### src/rtl/issue_busy_table.sv
// Single-entry issue holding register with a physical-register busy table.
// Releases an instruction to the FUs once its sources and destination carry no pending writes.
module issue_busy_table #(
    parameter int NR_PREGS    = 64,
    parameter int PREG_W      = 6,
    parameter int PAYLOAD_W   = 64,
    parameter int NR_WB_PORTS = 2
) (
    input  logic                          clk_i,
    input  logic                          rst_i,
    input  logic                          flush_i,
    input  logic                          instr_valid_i,
    output logic                          instr_ack_o,
    input  logic [PREG_W-1:0]             rs1_i,
    input  logic [PREG_W-1:0]             rs2_i,
    input  logic                          use_rs1_i,
    input  logic                          use_rs2_i,
    input  logic [PREG_W-1:0]             rd_i,
    input  logic                          we_rd_i,
    input  logic [PAYLOAD_W-1:0]          payload_i,
    output logic                          fu_valid_o,
    input  logic                          fu_ready_i,
    output logic [PREG_W-1:0]             fu_rs1_o,
    output logic [PREG_W-1:0]             fu_rs2_o,
    output logic [PREG_W-1:0]             fu_rd_o,
    output logic                          fu_we_rd_o,
    output logic [PAYLOAD_W-1:0]          fu_payload_o,
    input  logic [NR_WB_PORTS-1:0]        wb_valid_i,
    input  logic [NR_WB_PORTS*PREG_W-1:0] wb_rd_i,
    output logic [NR_PREGS-1:0]           busy_o,
    output logic [31:0]                   stall_cnt_o
);

    localparam logic [1:0] EMPTY = 2'd0;
    localparam logic [1:0] STALL = 2'd1;
    localparam logic [1:0] READY = 2'd2;

    logic [1:0]                          state_q;
    logic [1:0]                          state;
    logic [PREG_W-1:0]                   h_rs1, h_rs2, h_rd;
    logic                                h_use1, h_use2, h_we;
    logic [PAYLOAD_W-1:0]                h_payload;
    logic [NR_PREGS-1:0]                 busy_q, busy_eff, busy_n, wb_clear;
    logic [NR_WB_PORTS-1:0][PREG_W-1:0]  wb_rd;
    logic [31:0]                         stall_cnt_q;
    logic                                held, hazard, fire;

    assign wb_rd = wb_rd_i;

    // Duplicate writebacks to one register collapse into a single clear.
    always_comb begin
        wb_clear = '0;
        for (int p = 0; p < NR_WB_PORTS; p++) begin
            if (wb_valid_i[p]) wb_clear[wb_rd[p]] = 1'b1;
        end
    end

    // Same-cycle writeback bypasses the busy bit so a stall releases immediately.
    assign busy_eff = busy_q & ~wb_clear;
    assign held     = (state_q != EMPTY);
    assign hazard   = (h_use1 & busy_eff[h_rs1]) | (h_use2 & busy_eff[h_rs2]) | (h_we & busy_eff[h_rd]);

    // Stored state only records occupancy; STALL vs READY is re-derived every cycle.
    always_comb begin
        state = EMPTY;
        if (held) state = hazard ? STALL : READY;
    end

    assign fu_valid_o  = (state == READY) & ~flush_i & ~rst_i;
    assign fire        = fu_valid_o & fu_ready_i;
    assign instr_ack_o = instr_valid_i & ~flush_i & ~rst_i & (~held | fire);

    // Physical 0 and 32 alias x0 and never become busy; a set beats a same-cycle clear.
    always_comb begin
        busy_n = busy_eff;
        if (fire && h_we && (h_rd[PREG_W-2:0] != '0)) busy_n[h_rd] = 1'b1;
    end

    always_ff @(posedge clk_i) begin
        if (rst_i) begin
            state_q     <= EMPTY;
            busy_q      <= '0;
            stall_cnt_q <= '0;
        end else begin
            if (state == STALL && stall_cnt_q != '1) stall_cnt_q <= stall_cnt_q + 32'd1;
            if (flush_i) begin
                state_q <= EMPTY;
                busy_q  <= '0;
            end else begin
                busy_q <= busy_n;
                if (instr_ack_o)  state_q <= READY;
                else if (fire)    state_q <= EMPTY;
            end
        end
    end

    always_ff @(posedge clk_i) begin
        if (instr_ack_o) begin
            h_rs1     <= rs1_i;
            h_rs2     <= rs2_i;
            h_rd      <= rd_i;
            h_use1    <= use_rs1_i;
            h_use2    <= use_rs2_i;
            h_we      <= we_rd_i;
            h_payload <= payload_i;
        end
    end

    assign fu_rs1_o     = h_rs1;
    assign fu_rs2_o     = h_rs2;
    assign fu_rd_o      = h_rd;
    assign fu_we_rd_o   = h_we;
    assign fu_payload_o = h_payload;
    assign busy_o       = busy_q;
    assign stall_cnt_o  = stall_cnt_q;

endmodule

### config.mk
export PLATFORM = sky130hd
export DESIGN_NAME = issue_busy_table
export DESIGN_NICKNAME = d
export VERILOG_FILES = /design/src/rtl/issue_busy_table.sv
export SDC_FILE = /design/constraint.sdc
export NUM_CORES = 1
export LEC_CHECK = 0
export BUFFER_PORTS_ARGS = -buffer_cell sky130_fd_sc_hd__buf_2
export CELL_PAD_IN_SITES_DETAIL_PLACEMENT = 0
export CELL_PAD_IN_SITES_GLOBAL_PLACEMENT = 1
export CORE_MARGIN = 10
export CORE_UTILIZATION = 39
export CTS_CLUSTER_SIZE = 24
export DETAILED_ROUTE_END_ITERATION = 8
export PLACE_DENSITY = 0.85
export RECOVER_POWER = 100
export SETUP_SLACK_MARGIN = 0.15
export SLEW_MARGIN = 30
export SYNTH_ARGS = -nofsm -noshare
export SYNTH_HDL_FRONTEND = slang
export SYNTH_SLANG_ARGS = --single-unit
### constraint.sdc
create_clock -name clk_i -period 9.6 [get_ports clk_i]
set_clock_uncertainty 0.15 [all_clocks]
set_input_delay 0.48 -clock clk_i [delete_from_list [all_inputs] [get_ports clk_i]]
set_output_delay 0.48 -clock clk_i [all_outputs]
set_load 0.1 [all_outputs]
# ---- Word level (Yosys, flattened, before mapping)
# Index checks and enable logic that the tools add are counted.
dict set report totals {
  input_bits 104
  elab_cells 69
  register_bits 182
  latchBits 0
  output_inout_bits 181
  ramBits 0
  mem_bits_ro 0
  memories 0
}
dict set report classes {
  div 0
  bitwise_logic 19
  n_eq_ne 3
  order_cmp 8
  mux 19
  mul 0
  add_sub_neg 1
  n_shift 0
  n_reduce_logical 9
}
# cell n
set ops {}
lappend ops {{$mux W64} 3}
lappend ops {{$or A64 B64 Y64} 2}
lappend ops {{$and A64 B64 Y64} 1}
lappend ops {{$not A64 Y64} 1}
lappend ops {{$lt A6 B7 Y1 const B} 5}
lappend ops {{$add A32 B1 Y32 const B} 1}
lappend ops {{$ne A32 B32 Y1 const B} 1}
lappend ops {{$bmux W1 S6} 3}
lappend ops {{$demux W1 S6} 3}
lappend ops {{$ge A6 B1 Y1 const B} 3}
lappend ops {{$and A1 B1 Y1} 9}
lappend ops {{$mux W2} 4}
lappend ops {{$logic_and A1 B1 Y1} 6}
lappend ops {{$mux W1} 6}
lappend ops {{$reduce_bool A5 Y1} 1}
lappend ops {{$not A1 Y1} 3}
lappend ops {{$or A1 B1 Y1} 3}
lappend ops {{$eq A2 B1 Y1 const B} 1}
lappend ops {{$eq A2 B2 Y1 const B} 1}
lappend ops {{$reduce_bool A2 Y1} 1}
lappend ops {{$reduce_or A2 Y1} 1}

# ---- Logic depth before layout (Yosys ltp)
# Gate-level depths: netlist of the first run.
dict set report logic_depth {
  depth_word 23
  depth_mapped 14
  mapped_depth_nobuf 10
}

# ---- Worst setup path after synthesis of the first run
# No wires, ideal clock.
dict set report synth_path {
  kind {register -> register}
  startpoint {register h_rd[1] (netlist: fu_rd_o[1])}
  endpoint {register h_payload[0] (netlist: fu_payload_o[0]), enable pin}
  setup_time_ns 0.588
  required_time_ns 8.862
  path_buffers 0
  arrival_ns 7.893
  slack_ns 0.969
  period_less_slack_ns 8.631
  path_stages_with_launch 11
  path_cell_list {edfxtp_1 clkinv_1 nor3_1 inv_1 o2bb2ai_1 a2111oi_0 nor4_1 nor4_2 nor3_4 a21boi_1 nor2_1}
}
dict set report synth_between {
  elab_chain_cells 12
}
# item line
set synth_lines {}
lappend synth_lines {{start: declaration} 40} ;# logic [PREG_W-1:0] h_rs1, h_rs2, h_rd;
lappend synth_lines {{start signal: assignment} 101} ;# h_rd <= rd_i;
lappend synth_lines {{$bmux W1 S6} 61} ;# assign hazard = (h_use1 & busy_eff[h_rs1]) | (h_use2 & busy_eff[h_rs2]) | (h_we & busy_eff[h_rd]);
lappend synth_lines {{$mux W1 (implied by the code)} 61}
lappend synth_lines {{$and A1 B1 Y1} 61}
lappend synth_lines {{$or A1 B1 Y1} 61}
lappend synth_lines {{$mux W2 (2 in a row)} 66} ;# if (held) state = hazard ? STALL : READY;
lappend synth_lines {{$eq A2 B2 Y1} 69} ;# assign fu_valid_o = (state == READY) & ~flush_i & ~rst_i;
lappend synth_lines {{$and A1 B1 Y1 (2 in a row)} 69}
lappend synth_lines {{$and A1 B1 Y1} 70} ;# assign fire = fu_valid_o & fu_ready_i;
lappend synth_lines {{$or A1 B1 Y1} 71} ;# assign instr_ack_o = instr_valid_i & ~flush_i & ~rst_i & (~held | fire);
lappend synth_lines {{$and A1 B1 Y1} 71}
lappend synth_lines {{named net instr_ack_o} 13} ;# output logic instr_ack_o,
lappend synth_lines {{end signal: assignment} 105} ;# h_payload <= payload_i;
lappend synth_lines {{end: declaration} 42} ;# logic [PAYLOAD_W-1:0] h_payload;
# The timed path passes the listed nets, and every way through them passes these cells. The select of a mux whose other input is x is not followed.
# A chain may end at the register's enable or synchronous reset.

# ---- Worst setup path in the final report of the first run
dict set report layout_path {
  startpoint {register h_rd[1] (netlist: fu_rd_o[1])}
  endpoint {output port instr_ack_o}
}
dict set report layout_between {
  elab_chain_cells 12
}
# item line
set layout_lines {}
lappend layout_lines {{$bmux W1 S6} 61}
lappend layout_lines {{$mux W1 (implied by the code)} 61}
lappend layout_lines {{$and A1 B1 Y1} 61}
lappend layout_lines {{$or A1 B1 Y1} 61}
lappend layout_lines {{$mux W2 (2 in a row)} 66}
lappend layout_lines {{$eq A2 B2 Y1} 69}
lappend layout_lines {{$and A1 B1 Y1 (2 in a row)} 69}
lappend layout_lines {{$and A1 B1 Y1} 70}
lappend layout_lines {{$or A1 B1 Y1} 71}
lappend layout_lines {{$and A1 B1 Y1} 71}
lappend layout_lines {{end: declaration} 13}
# No other way between the ends. The select of a mux whose other input is x is not followed.

==> results.md, run 1 <==
* Status: complete, but fails checks
* Failing checks: max-capacitance violations, max-slew violations
* Resize count post-CTS at 0
* DR pass1 iterations at 6
* Die width at 172.2 µm
* DRC viols at 0
* RSZ-0062 raised after global routing: no
* Yosys warning count at 0
* Filler cells at 2236
* # setup viols final at 0
* Port buffer count at 284
* Hold Path Stages at 1
* I/O Pins at 285
* Hold Buf Count CTS at 0
* Delay-heaviest family, CP: simple AND/OR/NAND/NOR gates
* Worst vdd ir at 0.1234 mV
* Crit path buf inv count at 3
* P per Cell Area at 156.4 nW/µm²
* Routed WL at 35750 µm
* CP Launch Type: register
* CP cell instances: clkinv_1 -> nor3_2 -> inv_1 -> o2bb2ai_1 -> a2111oi_0 -> nor4_1 -> nor4_1 -> nor3_1 -> a21boi_0 -> nor2_1 -> clkbuf_1
* Vias in the first global route at around 8700
* Initial DRC Count at 1099
* CP dominant cell by count: nor4_1
* Minimum clock period at 6.296 ns
* GPL Wtd Cong at 0.9839
* Avg WL per Cell at approximately 25 µm
* Num rows at 55
* Core area at 22710 µm²
* Fraction of layout cells with a size suffix above 1 at 17.11%
* Max cap viols at 3
* DIE HEIGHT at 172.2 µm
* Clock transition at path regs at 0.08 ns
* Largest net degree at the start of global routing at 83
* Tot GR Track Use at 23.44%
* Final worst-path cycle share at 65.58%
* Post-synthesis area per instance at 10.55 µm²
* CTS Buf Count at 17
* Seq/Total Area, Yosys at ~50%
* Placed Instance Area at 10640 µm²
* Worst R2R End: fu_rs2_o[2]
* Least-Margin Pin Slew at 3.435 ns
* Worst EP arrival at 5.67 ns
* Starting Density at 39.77%
* Worst Setup End Kind: primary output
* Synthesized area at around 9000 µm²
* Hold WC Path Type: input pin to register
* Die Footprint at 29640 µm²
* Clock Sink Count at 182
* Max Root-Sink Buffers at 2
* Congestion Overflow GR at 0
* DR vias at 8944
* Dpl hpwl at about 27000 µm
* Top_reg_cell synth: dfxtp_1
* Reg2reg start: fu_rd_o[1]
* Worst R2R Setup Slack at 4.18 ns
* Final Max Slew Viols at 153
* Normalized max-slew margin at -129.0%
* Power Total at 1721 µW
* Final hold vios at 0
* First-pass GRT wire length at 52900 µm
* CP max-delay cell: clkbuf_1
* TritonCTS clock tree: done
* Post-CTS Setup Bufs at 0
* Setup_tns at 0 ns
* Vias per std cell at 6.375
* Initial antenna violation count at 2
* Commonest non-fill, non-tap cell in the layout: clkbuf_1
* CP max FO at 12
* Clk_lat worst skew at ~0.44 ns
* DRT antenna net count at 0
* Reg2Reg Depth at 11
* Worst Hold Launch: payload_i[57]
* Critical path required time at roughly 9 ns
* Synth unique cells at 75
* H-tree Lvls at 4
* Fin Hold WS at around 0.061 ns
* Cell area after layout at approximately 11000 µm²
* Yosys reg bits at 182
* Layout Nets at 1208
* Leading cell types in the layout, fill and taps excluded: 186 x clkbuf_1, 100 x buf_2, 97 x dfxtp_1
* Asr flop ratio synth at 0%
* Root Buffer: clkbuf_16
* WHS Endpoint: fu_payload_o[57]
* CP max stage delay at 1.01 ns
* Maximum clock frequency at 0.1588 GHz
* Post-synth EDFFs at 85
* Synth-to-layout area growth at 21.85%
* Synth Instances at approximately 860
* Syn Nets at roughly 960
* Leak at 0.003661 µW
* Type of the worst setup path: register to primary output
-- cell type report --
class | count | area [µm²] | share of cell area (%)
inverters | 12 | 45.04 | 0.4093
well taps | 285 | 356.6 | 3.240
repair buffers | 291 | 1244 | 11.30
clock buffers | 18 | 429.2 | 3.900
flip-flops and latches | 182 | 4494 | 40.84
clock inverters | 14 | 175.2 | 1.592
diodes | 2 | 5.005 | 0.04548
multi-input cells | 599 | 4255 | 38.67
-- worst max-delay path by stage --
stage                      from               end  slack (ns)  cells past startpoint
floorplan            fu_rd_o[1]   fu_payload_o[0]        0.97                     10
global placement    wb_rd_i[10]  fu_payload_o[12]        4.45                     12
detailed placement  wb_rd_i[10]  fu_payload_o[17]        4.36                     12
CTS                  fu_rd_o[1]       instr_ack_o        4.49                     11
global route        wb_rd_i[10]       instr_ack_o        2.90                     12
finish               fu_rd_o[1]       instr_ack_o        3.30                     11
-- kinds of logic after synthesis --
logic type / count (synthesis) / share of synthesized area, %
AOI/OAI and AO/OA: 245 / 20.21
xor gates and xnor gates: 1 / 0.09700
adders and majority gates: 1 / 0.1385
buffers and inverters: 75 / 3.256
DFF: 182 / 49.76
muxes: 54 / 7.606
and+or+nand+nor: 298 / 18.92
-- cell usage after synthesis (all sizes together), types with 6 or more instances --
| cell | number | area share, % |
|---|---|---|
| a21oi | 15 | 0.83 |
| a22oi | 17 | 1.4 |
| and3 | 19 | 1.3 |
| buf | 10 | 0.55 |
| clkbuf | 53 | 2.2 |
| dfxtp | 97 | 22 |
| edfxtp | 85 | 28 |
| inv | 11 | 0.46 |
| mux2 | 17 | 2.1 |
| mux2i | 27 | 3.0 |
| mux4 | 10 | 2.5 |
| nand2 | 54 | 2.2 |
| nand2b | 8 | 0.55 |
| nand3 | 29 | 1.6 |
| nand3b | 8 | 0.67 |
| nand4 | 16 | 1.1 |
| nand4b | 10 | 0.97 |
| nor2 | 52 | 2.2 |
| nor2b | 22 | 1.5 |
| nor3 | 12 | 0.79 |
| nor4 | 11 | 0.83 |
| o21ai | 16 | 0.89 |
| o221ai | 55 | 5.3 |
| o22ai | 68 | 4.7 |
| o31ai | 12 | 1.1 |
| or2 | 7 | 0.48 |
| or3 | 6 | 0.42 |
| or3b | 7 | 0.68 |
| or4 | 13 | 1.1 |
-- registers in the layout (all words and copies together) (netlist names) --
name          flops
h_use1            1
state_q           1
fu_rs2_o          6
busy_o           64
fu_rs1_o          6
h_use2            1
fu_we_rd_o        1
fu_payload_o     64
stall_cnt_o      32
fu_rd_o           6
-- through the flow --
stage          utilization, %  setup WS (ns)  cells
2_1_floorplan               -         0.9689    856
3_3_place_gp            46.80          4.450   1369
3_5_place_dp            46.86          4.359   1369
4_1_cts                 49.52          4.492   1401
5_1_grt                 48.45          2.896   1402
6_report                48.46          3.304   1403
-- worst register-to-register path: stages (launching register included) --
cell	delay, ns
edfxtp_1	0.60
clkinv_1	0.41
nor3_2	0.71
inv_1	0.09
o2bb2ai_1	0.18
a2111oi_0	0.15
nor4_1	0.44
nor4_1	0.16
nor3_1	0.78
a21boi_0	0.28
nor2_1	0.42
buf_6	0.59
-- where the power goes --
group	internal [µW]	switching (µW)	leakage, µW	total, µW
Sequential	823	9.39	0.00156	833
Combinational	37.0	138	0.00181	175
Clock	355	359	0.000293	714
Total	1220	506	0.00366	1720
-- routing by layer --
layer	global-route usage (%)	vias up	routed length, µm
li1	-	3955	-
met1	28.27	4226	13340
met2	36.74	681	16130
met3	9.553	82	5143
met4	8.846	0	1134
met5	0	-	0
Power figures use the tool's default switching activity.
==> run 2: changes to the inputs <==
ABC_AREA = 1   (was not set)
CORE_UTILIZATION = 38   (was 39)
PLACE_DENSITY = 0.86   (was 0.85)
clock period = 6.1 ns   (was 9.6 ns; I/O delays follow)
==> results.md, run 2 <==
* Synth-to-layout area growth at 27.36% (was 21.85%)
* Clk_lat worst skew at 0.45 ns (was 0.44 ns)
* CP max FO at 9 (was 12)
* Routed WL at 49530 µm (was 35750 µm)
* TritonCTS clock tree: done (unchanged)
* Final worst-path cycle share at 88.35%
* CP cell instances: nor3_2 -> inv_1 -> o21ai_0 -> nor2_1 -> a21oi_1 -> nor2_1 -> nand3_1 -> nand3_1 -> nor2_8 -> nand2_1 -> a21oi_4 -> clkbuf_1 (was clkinv_1 -> nor3_2 -> inv_1 -> o2bb2ai_1 -> a2111oi_0 -> nor4_1 -> nor4_1 -> nor3_1 -> a21boi_0 -> nor2_1 -> clkbuf_1)
* Die Footprint at 34470 µm² (was 29640 µm²)
* Congestion Overflow GR at 0 (unchanged)
* RSZ-0062 raised after global routing: no (unchanged)
* Critical path required time at 5.64 ns (was 8.97 ns)
* Worst R2R Setup Slack at 1.25 ns (was 4.18 ns)
* Avg WL per Cell at 23.30 µm (was 25.48 µm)
* Post-synth EDFFs at 85 (unchanged)
* Reg2Reg Depth at 13 (was 11)
* Worst setup path endpoint: instr_ack_o (unchanged)
* CTS Buf Count at 17 (unchanged)
* P per Cell Area at 213.0 nW/µm² (was 156.4 nW/µm²)
* DRC viols at 2 (was 0)
* Placed Instance Area at 12080 µm² (was 10640 µm²)
* Minimum clock period at 5.389 ns
* First-pass GRT wire length at 73760 µm (was 52900 µm)
* Yosys top cell area share at 24.47% (was 28.26%)
* Core area at 26950 µm² (was 22710 µm²)
* Fraction of layout cells with a size suffix above 1 at 9.636% (was 17.11%)
* Least-Margin Pin Slew at 3.383 ns (was 3.435 ns)
* CP Launch Type: register (unchanged)
* Maximum clock frequency at 0.1855 GHz
* Starting Density at 38.70% (was 39.77%)
* Worst setup path start: fu_rd_o[0] (was fu_rd_o[1])
* Synth Instances at 1434 (was 856)
* Largest net degree at the start of global routing at 79 (was 83)
* Status: complete, but fails checks (unchanged)
* Diode count at 0 (was 2)
* Post-CTS Setup Bufs at 0 (unchanged)
* Dpl hpwl at 34980 µm (was 27420 µm)
* I/O Pins at 285 (unchanged)
* Hold WC Path Type: input pin to register (unchanged)
* Num rows at 60 (was 55)
* Tot GR Track Use at 28.19% (was 23.44%)
* Die width at 185.7 µm (was 172.2 µm)
* Yosys warning count at 0 (unchanged)
* Clock transition at path regs at 0.09 ns (was 0.08 ns)
* Leak at 0.004759 µW (was 0.003661 µW)
* Worst Setup End Kind: primary output (unchanged)
* Commonest non-fill, non-tap cell in the layout: nand2_1 (was clkbuf_1)
* Final hold vios at 0 (unchanged)
* Initial DRC Count at 1752 (was 1099)
* Normalized max-slew margin at -125.5% (was -129.0%)
* Leading cell types in the layout, fill and taps excluded: 392 x nand2_1, 227 x nand3_1, 196 x clkbuf_1 (was 186 x clkbuf_1, 100 x buf_2, 97 x dfxtp_1)
* Worst EP arrival at 4.93 ns (was 5.67 ns)
* Synth unique cells at 33 (was 75)
* Max Root-Sink Buffers at 2 (unchanged)
* Clock Sink Count at 182 (unchanged)
* Resize count post-CTS at 0 (unchanged)
* Worst vdd ir at 0.2092 mV (was 0.1234 mV)
* Post-synth top cells: 391 x nand2_1, 226 x nand3_1, 136 x nand4_1, 124 x nor2_1, 97 x dfxtp_1 (was 97 x dfxtp_1, 85 x edfxtp_1, 68 x o22ai_1, 55 x o221ai_1, 54 x nand2_1)
* Root Buffer: clkbuf_16 (unchanged)
* Post-synth top area cell: edfxtp_1 (unchanged)
* DIE HEIGHT at 185.7 µm (was 172.2 µm)
* Max cap viols at 2 (was 3)
* Seq/Total Area, Yosys at 43.09% (was 49.76%)
* GPL Wtd Cong at 1.016 (was 0.9839)
* Delay-heaviest family, CP: simple AND/OR/NAND/NOR gates (unchanged)
* Yosys reg bits at 182 (unchanged)
* Layout Nets at 1877 (was 1208)
* Asr flop ratio synth at 0% (unchanged)
* Syn Nets at 1539 (was 961)
* CP max-delay cell: clkbuf_1 (unchanged)
* Post-synthesis area per instance at 7.273 µm² (was 10.55 µm²)
* Cell area after layout at 13280 µm² (was 11000 µm²)
* Reg2reg start: fu_rd_o[0] (was fu_rd_o[1])
* Vias in the first global route at 11850 (was 8704)
* Worst Hold Launch: flush_i (was payload_i[57])
* Setup_tns at 0 ns (unchanged)
* Filler cells at 2747 (was 2236)
* Initial antenna violation count at 1 (was 2)
* Top cells by area in the synthesized netlist: edfxtp_1 24%, dfxtp_1 19%, nand2_1 14%, nand3_1 11%, nand4_1 8.2% (was edfxtp_1 28%, dfxtp_1 22%, o221ai_1 5.3%, o22ai_1 4.7%, mux2i_1 3.0%)
* Top_reg_cell synth: dfxtp_1 (unchanged)
* Vias per std cell at 5.841 (was 6.375)
* Crit path buf inv count at 2 (was 3)
* DRT antenna net count at 0 (unchanged)
* Most numerous cell in the Yosys netlist: nand2_1 (was dfxtp_1)
* DR pass1 iterations at 9 (was 6)
* CP max stage delay at 0.93 ns (was 1.01 ns)
* Dpl ws at 1.892 ns (was 4.359 ns)
* DR vias at 12420 (was 8944)
* Worst setup margin at 0.7105 ns (was 3.304 ns)
* Critical Path Stages at 12 (was 11)
* Type of the worst setup path: register to primary output (unchanged)
* Final Max Slew Viols at 99 (was 153)
* Worst R2R End: stall_cnt_o[8] (was fu_rs2_o[2])
* # setup viols final at 0 (unchanged)
* Failing checks: design-rule violations, max-capacitance violations, max-slew violations (was max-capacitance violations, max-slew violations)
* Synthesized area at 10430 µm² (was 9031 µm²)
* Port buffer count at 284 (unchanged)
* H-tree Lvls at 4 (unchanged)
==> run 2: cell type report <==
| type | instances | area, µm² | area share, % |
|---|---|---|---|
| multi-input combinational | 1082 | 5207 | 39.20 |
| clock inverter | 14 | 180.2 | 1.356 |
| inverter | 106 | 400.4 | 3.014 |
| tap | 341 | 426.7 | 3.212 |
| timing repair buffer | 383 | 2146 | 16.15 |
| sequential | 182 | 4494 | 33.83 |
| clock buffer | 18 | 429.2 | 3.231 |
==> run 2: tightest hold or removal path, stage by stage <==
cell and delay [ns]:
buf_2 0.09, nor2_1 0.09, nand3_1 0.09, nand2_1 0.04
==> run 2: cell families after synthesis <==
group	Yosys count	share of synthesized area, %
fa+ha+maj	1	0.1199
simple gates	943	42.07
buf+inv	170	6.898
xor+xnor	30	2.519
compound gates	108	5.302
flops	182	43.09
==> run 2: per-layer routing <==
layer  GRT usage (%)  share of wire, %
met5               0             0.036
met4           12.16               4.6
met3           9.047                13
met2           43.88                44
met1           35.08                38
==> run 2: power by group <==
part	internal [µW]	switching [µW]	total, µW
clock	559	593	1150
sequential	1300	13.0	1310
combinational	93.3	276	369
==> run 2: repair_timing <==
item                                    in CTS  in global routing
hold buffers                                86                  0
hold endpoints to repair                    86                  0
endpoints found under the setup margin       0                  0
==> run 2: worst min path at each step <==
stage | end | cells after the start | slack [ns]
after floorplan | fu_payload_o[0] | 0 | 0.25
after global placement | stall_cnt_o[31] | 2 | 0.32
after detailed placement | stall_cnt_o[16] | 2 | 0.33
after CTS | state_q[1] | 4 | 0.05
after global routing | state_q[1] | 4 | 0.07
final | state_q[1] | 4 | 0.06
==> run 2: through the flow <==
stage | hold WS [ns] | cells | utilization [%] | total power, µW
after global placement | 0.3199 | 2008 | 44.81 | 1656
after global routing | 0.06740 | 2126 | 49.29 | 2903
final | 0.05717 | 2126 | 49.29 | 2829
after detailed placement | 0.3279 | 2008 | 44.82 | 1657
after CTS | 0.05127 | 2126 | 50.28 | 2827
after floorplan | 0.2539 | 1434 | - | 1554
==> run 3: changes to the inputs <==
--- a/config.mk
+++ b/config.mk
@@ -15,5 +15,5 @@
 export DETAILED_ROUTE_END_ITERATION = 8
 export PLACE_DENSITY = 0.86
-export RECOVER_POWER = 100
+export RECOVER_POWER = 25
 export SETUP_SLACK_MARGIN = 0.15
 export SLEW_MARGIN = 30
--- a/constraint.sdc
+++ b/constraint.sdc
@@ -3,3 +3,3 @@
 set_input_delay 0.305 -clock clk_i [delete_from_list [all_inputs] [get_ports clk_i]]
 set_output_delay 0.305 -clock clk_i [all_outputs]
-set_load 0.1 [all_outputs]
+set_load 0.005 [all_outputs]
==> results.md, run 3 (synthesized netlist as in run 2, its figures left out) <==
* Initial DRC Count at 1757 (was 1752)
* Layout Nets at 1881 (was 1877)
* Delay-heaviest family, CP: buffers and inverters (was simple AND/OR/NAND/NOR gates)
* Congestion Overflow GR at 0 (unchanged)
* Final hold vios at 0 (unchanged)
* CP max stage delay at 0.74 ns (was 0.93 ns)
* Least-Margin Pin Slew at 1.096 ns (was 3.383 ns)
* Die width at 185.7 µm (unchanged)
* Hold Path Stages at 4 (unchanged)
* Worst vdd ir at 0.1837 mV (was 0.2092 mV)
* Routed WL at 51320 µm (was 49530 µm)
* Worst Setup End Kind: primary output (unchanged)
* Minimum clock period at 4.730 ns (was 5.389 ns)
* Clock Sink Count at 182 (unchanged)
* Max cap viols at 0 (was 2)
* First-pass GRT wire length at 76470 µm (was 73760 µm)
* Dpl hpwl at 35400 µm (was 34980 µm)
* RSZ-0062 raised after global routing: no (unchanged)
* Placed Instance Area at 12120 µm² (was 12080 µm²)
* Filler cells at 2662 (was 2747)
* Final Max Slew Viols at 0 (was 99)
* Status: complete, no violations (was complete, but fails checks)
* Normalized max-slew margin at 26.68% (was -125.5%)
* Critical path required time at 5.64 ns (about the same)
* Reg2Reg Depth at 15 (was 13)
* Port buffer count at 284 (unchanged)
* I/O Pins at 285 (unchanged)
* Starting Density at 38.70% (unchanged)
* CP cell instances: buf_4 -> inv_1 -> buf_4 -> nand3_1 -> nand3_1 -> nand3_1 -> nand3_1 -> nand3_1 -> nand3_1 -> nand3_2 -> nand3_4 -> nor2_8 -> nand2_1 -> a21oi_4 -> buf_2 (was nor3_2 -> inv_1 -> o21ai_0 -> nor2_1 -> a21oi_1 -> nor2_1 -> nand3_1 -> nand3_1 -> nor2_8 -> nand2_1 -> a21oi_4 -> clkbuf_1)
* TritonCTS clock tree: done (unchanged)
* Worst setup margin at 1.370 ns (was 0.7105 ns)
* Fraction of layout cells with a size suffix above 1 at 19.23% (was 9.636%)
* Clock transition at path regs at 0.08 ns (was 0.09 ns)
* P per Cell Area at 203.7 nW/µm² (was 213.0 nW/µm²)
* Root Buffer: clkbuf_16 (unchanged)
* Vias in the first global route at 11880 (was 11850)
* CP Launch Type: register (unchanged)
* DRC viols at 0 (was 2)
* DIE HEIGHT at 185.7 µm (unchanged)
* CP dominant cell by count: nand3_1
* Setup_tns at 0 ns (unchanged)
* CTS Buf Count at 17 (unchanged)
* Initial antenna violation count at 3 (was 1)
* Hold WC Path Type: input pin to register (unchanged)
* Final worst-path cycle share at 77.53% (was 88.35%)
* Leak at 0.005376 µW (was 0.004759 µW)
* Largest net degree at the start of global routing at 65 (was 79)
* Power Total at 2765 µW (was 2829 µW)
* GPL Wtd Cong at 0.9881 (was 1.016)
* Commonest non-fill, non-tap cell in the layout: nand2_1 (unchanged)
* Cell area after layout at 13570 µm² (was 13280 µm²)
* DR pass1 iterations at 7 (was 9)
* H-tree Lvls at 4 (unchanged)
* Avg WL per Cell at 24.07 µm (was 23.30 µm)
* Dpl ws at 1.593 ns (was 1.892 ns)
* Leading cell types in the layout, fill and taps excluded: 391 x nand2_1, 252 x buf_2, 226 x nand3_1 (was 392 x nand2_1, 227 x nand3_1, 196 x clkbuf_1)
* Clk_lat worst skew at 0.45 ns (about the same)
* Num rows at 60 (unchanged)
* DR vias at 12450 (was 12420)
* Maximum clock frequency at 0.2114 GHz (was 0.1855 GHz)
* Crit path buf inv count at 4 (was 2)
* DRT antenna net count at 0 (unchanged)
* Type of the worst setup path: register to primary output (unchanged)
* Max Root-Sink Buffers at 2 (unchanged)
* # setup viols final at 0 (unchanged)
* CP max-delay cell: a21oi_4 (was clkbuf_1)
* CP max FO at 34 (was 9)
* Die Footprint at 34470 µm² (unchanged)
* Resize count post-CTS at 0 (unchanged)
* Synth-to-layout area growth at 30.13% (was 27.36%)
* Vias per std cell at 5.839 (was 5.841)
* Worst EP arrival at 4.27 ns (was 4.93 ns)
* Critical Path Stages at 15 (was 12)
* Core area at 26950 µm² (unchanged)
* Tot GR Track Use at 29.24% (was 28.19%)
run 3: cell types whose count changed in the layout (fill, tap and decap cells not counted), sizes merged:
cell / previous run / this run
inv: 110 / 113
clkinvlp: 0 / 1
clkinv: 10 / 5
diode: 0 / 2
buf: 102 / 270
bufinv: 0 / 1
clkbuf: 213 / 49
run 3: metrics by stage:
step,utilization (%),hold slack [ns],instances
6_report,50.36,0.05641,2132
5_1_grt,50.36,0.06823,2132
4_1_cts,50.44,0.05362,2130
3_5_place_dp,44.98,0.3213,2012
3_3_place_gp,44.93,0.3161,2012
2_1_floorplan,-,0.2539,1434
run 3: worst paths after layout:
| check | start | endpoint | slack [ns] |
|---|---|---|---|
| setup reg to reg | fu_rs2_o[0] | fu_payload_o[21] | 1.73 |
| setup / recovery | fu_rs2_o[0] | instr_ack_o | 1.37 |
| hold reg to reg | stall_cnt_o[31] | stall_cnt_o[31] | 0.34 |
| hold / removal | flush_i | state_q[1] | 0.06 |
run 3: routing by layer:
layer	global-route usage [%]	part of all wire (%)	vias up
li1	-	-	5649
met1	36.68	39	5798
met2	45.74	45	858
met3	9.203	12	141
met4	11.67	4.1	2
met5	0	0.025	-
run 3: what timing repair did:
action                                  CTS  global route
buffers inserted                          0             0
endpoints found under the hold margin    86             0
endpoints found under the setup margin    0             0
hold buffers                             86             0
run 3: worst reg2reg max path, stage by stage, from the launching register on:
cell      delay, ns
edfxtp_1       0.33
buf_4          0.43
inv_1          0.56
buf_4          0.36
nand3_1        0.09
nand3_1        0.14
nand3_1        0.16
nand3_1        0.10
nand3_1        0.10
nand3_1        0.12
nand3_2        0.12
nand3_4        0.11
nor2_8         0.10
nand2_1        0.10
a21oi_4        0.74
buf_12         0.34
run 3: layout make-up:
type	instances	area [µm²]	share of cell area, %
Clock buffer	18	429.2	3.162
Clock inverter	14	180.2	1.327
Multi-Input combinational cell	1082	5255	38.72
Inverter	106	400.4	2.950
Sequential cell	182	4494	33.11
Antenna cell	2	5.005	0.03687
Timing Repair Buffer	387	2382	17.55
Tap cell	341	426.7	3.143
run 3: where the power goes:
part	switching [µW]	internal [µW]	total, µW
clock network	587	595	1180
registers	13.0	1300	1310
logic	174	99.6	274
total	775	1990	2760
